===== src/rtl/writeback_regfile.sv =====
// Y86-64 writeback stage and architectural register file with sticky status and a retired-instruction counter.
// Writes land on the wb_en edge and are visible the next cycle with no bypass; there is no backpressure, wb_en is the only strobe.
module writeback_regfile #(
  parameter logic [63:0] STACK_INIT = 64'd0
) (
  input  logic        clk,
  input  logic        rst,
  input  logic        wb_en,
  input  logic [3:0]  icode,
  input  logic        cnd,
  input  logic [3:0]  rA,
  input  logic [3:0]  rB,
  input  logic [63:0] valE,
  input  logic [63:0] valM,
  output logic [63:0] reg0,
  output logic [63:0] reg1,
  output logic [63:0] reg2,
  output logic [63:0] reg3,
  output logic [63:0] reg4,
  output logic [63:0] reg5,
  output logic [63:0] reg6,
  output logic [63:0] reg7,
  output logic [63:0] reg8,
  output logic [63:0] reg9,
  output logic [63:0] reg10,
  output logic [63:0] reg11,
  output logic [63:0] reg12,
  output logic [63:0] reg13,
  output logic [63:0] reg14,
  output logic [1:0]  stat,
  output logic [63:0] retired
);

  typedef enum logic [1:0] {
    S_AOK = 2'd1,
    S_HLT = 2'd2,
    S_INS = 2'd3
  } stat_t;

  localparam logic [3:0] R_NONE = 4'hF;
  localparam logic [3:0] R_RSP  = 4'd4;

  stat_t       state;
  logic [63:0] regs [15];
  logic [3:0]  dst_e;
  logic [3:0]  dst_m;
  logic        commit;

  always_comb begin
    dst_e = R_NONE;
    dst_m = R_NONE;
    case (icode)
      4'h2:                   dst_e = cnd ? rB : R_NONE;
      4'h3, 4'h6:             dst_e = rB;
      4'h8, 4'h9, 4'hA, 4'hB: dst_e = R_RSP;
      default:                dst_e = R_NONE;
    endcase
    case (icode)
      4'h5, 4'hB: dst_m = rA;
      default:    dst_m = R_NONE;
    endcase
  end

  assign commit = wb_en && (state == S_AOK);

  always_ff @(posedge clk) begin
    if (rst) begin
      for (int i = 0; i < 15; i++) begin
        regs[i] <= (i == 4) ? STACK_INIT : 64'd0;
      end
      state   <= S_AOK;
      retired <= 64'd0;
    end else if (commit) begin
      if (icode <= 4'hB) begin
        retired <= retired + 64'd1;
        if (dst_e != R_NONE) regs[dst_e] <= valE;
        // M port is written last so it wins when both ports target the same register.
        if (dst_m != R_NONE) regs[dst_m] <= valM;
        if (icode == 4'h0) state <= S_HLT;
      end else begin
        state <= S_INS;
      end
    end
  end

  assign stat  = state;
  assign reg0  = regs[0];
  assign reg1  = regs[1];
  assign reg2  = regs[2];
  assign reg3  = regs[3];
  assign reg4  = regs[4];
  assign reg5  = regs[5];
  assign reg6  = regs[6];
  assign reg7  = regs[7];
  assign reg8  = regs[8];
  assign reg9  = regs[9];
  assign reg10 = regs[10];
  assign reg11 = regs[11];
  assign reg12 = regs[12];
  assign reg13 = regs[13];
  assign reg14 = regs[14];

endmodule


===== config.mk =====
export PLATFORM = sky130hd
export DESIGN_NAME = writeback_regfile
export DESIGN_NICKNAME = d
export VERILOG_FILES = /design/src/rtl/writeback_regfile.sv
export SDC_FILE = /design/constraint.sdc
export NUM_CORES = 1
export LEC_CHECK = 0
export CORE_AREA = 2 2 458 460
export CTS_CLUSTER_SIZE = 25
export DETAILED_ROUTE_END_ITERATION = 10
export DIE_AREA = 0 0 460 462
export DONT_BUFFER_PORTS = 1
export PLACE_DENSITY = 0.38
export SYNTH_ARGS = -nofsm -noshare
export SYNTH_HDL_FRONTEND = slang
export SYNTH_SLANG_ARGS = --single-unit

===== constraint.sdc =====
create_clock -name clk -period 10.35 [get_ports clk]
set_input_delay 0.5175 -clock clk [delete_from_list [all_inputs] [get_ports clk]]
set_output_delay 0.5175 -clock clk [all_outputs]
set_load 0.005 [all_outputs]

=== After elaboration in Yosys (flattened, before gate mapping) ===
Memory sizes are Yosys's and may differ from the RTL's.
Cells that the tools add are included.

* RAM bits: 960
* Bits of input ports: 144
* Bits in registers: 66
* Output and inout bits: 1026
* Bits in read-only memories: 0
* Logic and storage cells: 49
* Memories: 1
* Bits in latches: 0

{| class="wikitable"
|+ Memories
! name !! depth !! width !! rd ports !! clocked after Yosys merged registers in !! wr ports !! line !! source
|-
| regs || 15 || 64 || 15 || 0 || 15 || 44 || <nowiki>logic [63:0] regs [15];</nowiki>
|}

* Divide/modulo/power cells: 0
* $add $sub $neg: 1
* Shift operators: 0
* Multiplexer cells: 23
* Equality and inequality tests: 12
* Magnitude comparators: 1
* Reduce and logical (&&, ||, !) cells: 9
* Bitwise gates (word level): 0
* $mul: 0

{| class="wikitable"
|+ Operators by type and width
! kind !! count
|-
| $mux 64 || 2
|-
| $reduce_or 64->1 || 2
|-
| $add 64x1->64 const B || 1
|-
| $eq 4x4->1 const B || 4
|-
| $mux 4 || 4
|-
| $mux 1 || 14
|-
| $pmux 4 s3 || 1
|-
| $eq 4x2->1 const B || 2
|-
| $eq 4x3->1 const B || 2
|-
| $ne 4x4->1 const B || 2
|-
| $le 4x4->1 const B || 1
|-
| $logic_not 4->1 || 1
|-
| $mux 2 || 2
|-
| $reduce_and 2->1 || 2
|-
| $reduce_or 2->1 || 2
|-
| $reduce_or 4->1 || 1
|-
| $eq 2x1->1 const B || 1
|-
| $ne 2x1->1 const B || 1
|-
| $logic_and 1x1->1 || 1
|}

=== Longest topological paths before layout ===
* Depth in word-level cells: 11
* Gate-level depth with buffers: 10
* Mapped depth without buffers: 6

=== Least setup slack after synthesis ===
Ideal clock, no wire load.

* Path type: input to register
* From: input port icode[2]
* To: memory regs[13][0], enable pin
* Required time: 9503 ps
* Stages: 8
* Setup time: 847 ps
* Path slack: 5860 ps
* Arrival time: 3643 ps
* Buffers on the path: 3
* Cell sequence: buf_6 > or4_1 > o2111a_1 > nand3b_1 > or2_2 > clkbuf_1 > buf_1 > nand3b_1

{| class="wikitable"
|+ RTL lines
! element !! line !! source
|-
| start: declaration || 9 || <nowiki>input logic [3:0] icode,</nowiki>
|-
| end: declaration || 44 ||
|}

==> reports/qor.tcl <==
set qor(dr_total_vias) 33200
set qor(cts_hold_buffers) 196
set qor(clock_tree.htree_level_count) 4
set qor(status) {completed}
set qor(num_cts_buffers) 133
set qor(drc) 0
set qor(postCtsSetupBuffers) 0
set qor(global_route_wire_length_before_repair_microns) 339000
set qor(cp_slowest_stage_delay_ns) 1.08
set qor(fin_worst_skew_ns) 0.0407
set qor(netlist_area_sq_um) 44900
set qor(share_of_final_layout_standard_cells_stronger_than_drive_strength_1) 0.111
set qor(floorplan.rows) 168
set qor(synth_area_leaders) {edfxtp_1 (64%), a22o_1 (9.2%), o2bb2ai_1 (8.8%), nand2_1 (4.4%), dfxtp_1 (2.9%)}
set qor(transition_time_at_the_pin_with_the_least_slew_margin_ns) 1.28
set qor(fp.dieArea_sq_um) 213000
set qor(finalHoldWorstSlack_ns) 0.0581
set qor(share_seq_of_total_power) 0.483
set qor(timing.critical_path.from_type) {flip-flop}
set qor(place.detailed.hpwl_microns) 166000
set qor(worst_slew_slack_as_a_fraction_of_its_limit) 0.142
set qor(endpoint_kind) {flip-flop}
set qor(cts.root.buffer_cell) {clkbuf_16}
set qor(yosysUniqueCellTypes) 55
set qor(grt_max_degree) 67
set qor(internal_power_uw) 7440
set qor(pwr-share-clk) 0.466
set qor(netlist.top_cell.by_area) {edfxtp_1}
set qor(die_x_microns) 460
set qor(maximum_achievable_frequency_ghz) 0.223
set qor(drt_pre_antenna_iters) 5
set qor(overall_die_height_microns) 462
set qor(finalCriticalPeriod_ns) 4.48
set qor(critical_path_peak_fanout) 43
set qor(finish.net_count) 3440
set qor(post-synth-top-area-fraction) 0.641
set qor(final.setup.tns_ns) 0
set qor(combinational_fraction_of_design_power) 0.051
set qor(grt_overflow_total) 0
set qor(synth_cells) 3293
set qor(mappedNetlistNets) 3438
set qor(timing.max_cap.violations) 0
set qor(final_hold_viols) 0
set qor(syn2layout_area_growth_pct) 19.6
set qor(cp_slowest_cell) {nor3_4}
set qor(detail_route.iter0.violations) 3655
set qor(final.period_utilization) 0.433
set qor(cts.repair.resized) 0
set qor(rsz_0062_raised_after_global_routing) {false}
set qor(wl_per_cell_microns) 43.4
set qor(worstPathBufferInverterCount) 2
set qor(report.final.setup_viol) 0
set qor(worst_path_dominant_cell_family) {simple AND/OR/NAND/NOR gates}
set qor(gpl.final_weighted_congestion) 0.792
set qor(numPortBuffers) 0
set qor(cts.sinks) 1026
set qor(timing.critical_path.cells) {nand2_1 > nor4_4 > nand2_2 > nor3_4 > buf_4 > o2bb2ai_2 > dlygate4sd3_1}
set qor(power.net_switching_uw) 2620
set qor(number_of_global_route_vias_before_repair) 30800
set qor(io-pin-count) 1170
set qor(vias_per_cell) 5.40
set qor(ys_warn_count) 0
set qor(coreArea_sq_um) 208000
set qor(initial_utilization) 0.216
set qor(syn-mean-instance-area_sq_um) 13.6
set qor(synth_seq_cells) 1026
set qor(cellLeakagePower_uw) 0.0189
set qor(cp.arrival_ns) 5.14
set qor(power_density_nw_per_um2) 187
set qor(clk_transition_reported_paths_ns) 0.06
set qor(ant_nets_after_route) 0
set qor(ys_seq_area_frac) 0.671
set qor(maxSlewViolCount) 0
set qor(worst_min_path_class) {input port to flip-flop}
set qor(clock_tree_from_tritoncts) {yes}
set qor(wl_microns) 267000
set qor(insertion_delay_ns) 0.82
set qor(critPathRequiredTime_ns) 11.00
set qor(antenna_found_initial) 24
set qor(class_of_the_most_critical_setup_path) {flip-flop to flip-flop}
set qor(grt_usage) 0.240
set qor(worst_supply_voltage_drop_on_vdd_v) 0.000172
set qor(p_sw_frac) 0.260
set qor(clk_path_buf_depth) 3
## area by class of cell
cell class	instances	area (sq um)
flip-flops and latches	1026	30100
multi-input cells	1850	13000
fillers	21400	154000
well taps	2720	3400
clock inverters	80	746
repair buffers	276	2790
clock buffers	161	3540
inverters	8	30.0
diodes	22	55.1
## registers in the layout (all words and copies together), names as in the netlist
name	count
regs	960
retired	64
stat	2
## per-stage QoR
step / cells / instance area (sq um) / setup slack [ns] / utilization / total power, uW
finish: 6143 / 53800 / 5.87 / 0.258 / 10100
global route: 6129 / 53700 / 5.71 / 0.258 / 10300
CTS: 6121 / 53700 / 5.93 / 0.258 / 10200
detailed placement: 5684 / 47200 / 5.89 / 0.227 / 5190
global placement: 5684 / 47200 / 5.89 / 0.227 / 5190
floorplan: 3293 / 44900 / 5.86 / - / 5030
## final timing paths
kind                                   from     endpoint  slack (ns)  cells past startpoint
worst max-delay path                stat[0]  regs[7][15]        5.87                      7
worst min-delay path                    rst  retired[30]        0.06                      2
worst max register to register      stat[0]  regs[7][15]        5.87                      7
worst min register to register  retired[63]  retired[63]        0.52                      2
## power by group through the flow
stage	Sequential, uW	Combinational (uW)	Clock (uW)
after floorplan	4830	196	0
after global placement	4950	244	0
after detailed placement	4940	246	0
after CTS	4860	519	4780
after global routing	4860	533	4910
final	4860	515	4680
## Yosys cell counts, drive strengths merged
| cell type | n |
|---|---|
| a2111oi | 1 |
| a21boi | 1 |
| a21o | 2 |
| a21oi | 43 |
| a22o | 470 |
| and2 | 3 |
| and3 | 8 |
| and3b | 1 |
| and4 | 4 |
| and4b | 1 |
| buf | 154 |
| clkbuf | 255 |
| dfxtp | 66 |
| edfxtp | 960 |
| ha | 1 |
| inv | 8 |
| mux2i | 1 |
| nand2 | 532 |
| nand2b | 6 |
| nand3 | 27 |
| nand3b | 11 |
| nand4 | 21 |
| nand4b | 1 |
| nand4bb | 1 |
| nor2 | 42 |
| nor2b | 1 |
| nor3 | 23 |
| nor3b | 1 |
| nor4 | 11 |
| o2111a | 1 |
| o211a | 1 |
| o211ai | 1 |
| o21a | 1 |
| o21ai | 29 |
| o21bai | 1 |
| o2bb2ai | 483 |
| o31ai | 21 |
| o41ai | 1 |
| or2 | 14 |
| or3 | 30 |
| or3b | 1 |
| or4 | 31 |
| xnor2 | 12 |
| xor2 | 10 |
## cells by family (layout without fill, tap and decap cells)
logic type,Yosys count,in the layout,synth area share
compound gates,1056,1056,0.203
flops,1026,1026,0.671
simple gates,770,770,0.0775
buf+inv,417,525,0.0437
xor+xnor,22,22,0.00429
fa+ha+maj,1,1,0.000278
mux,1,1,0.000223
other cells,0,22,0
## layer usage
| metal | routed length (microns) | GRT usage | up-vias |
|---|---|---|---|
| met5 | 41 | 0 | - |
| met2 | 124000 | 0.387 | 2122 |
| met4 | 10800 | 0.0916 | 6 |
| li1 | - | - | 13000 |
| met3 | 26300 | 0.0844 | 361 |
| met1 | 105000 | 0.294 | 17700 |
## cell usage in the layout, fill, tap and decap left out, types with 11 or more instances in the layout
| cell type | synthesis | layout |
|---|---|---|
| a21oi_1 | 43 | 43 |
| a22o_1 | 470 | 470 |
| buf_12 | 0 | 21 |
| buf_4 | 4 | 80 |
| clkbuf_1 | 255 | 22 |
| clkbuf_16 | 0 | 137 |
| clkinv_1 | 0 | 32 |
| clkinv_2 | 0 | 17 |
| dfxtp_1 | 66 | 66 |
| diode_2 | 0 | 22 |
| dlygate4sd3_1 | 0 | 174 |
| edfxtp_1 | 960 | 960 |
| nand2_1 | 531 | 530 |
| nand3_1 | 27 | 27 |
| nand3b_1 | 11 | 11 |
| nand4_1 | 21 | 21 |
| nor2_1 | 42 | 35 |
| o21ai_0 | 28 | 28 |
| o2bb2ai_1 | 453 | 453 |
| o2bb2ai_2 | 30 | 30 |
| o31ai_1 | 21 | 21 |
| or3_1 | 30 | 23 |
| or4_1 | 26 | 22 |
| xnor2_1 | 12 | 12 |
Power figures use the tool's default switching activity.
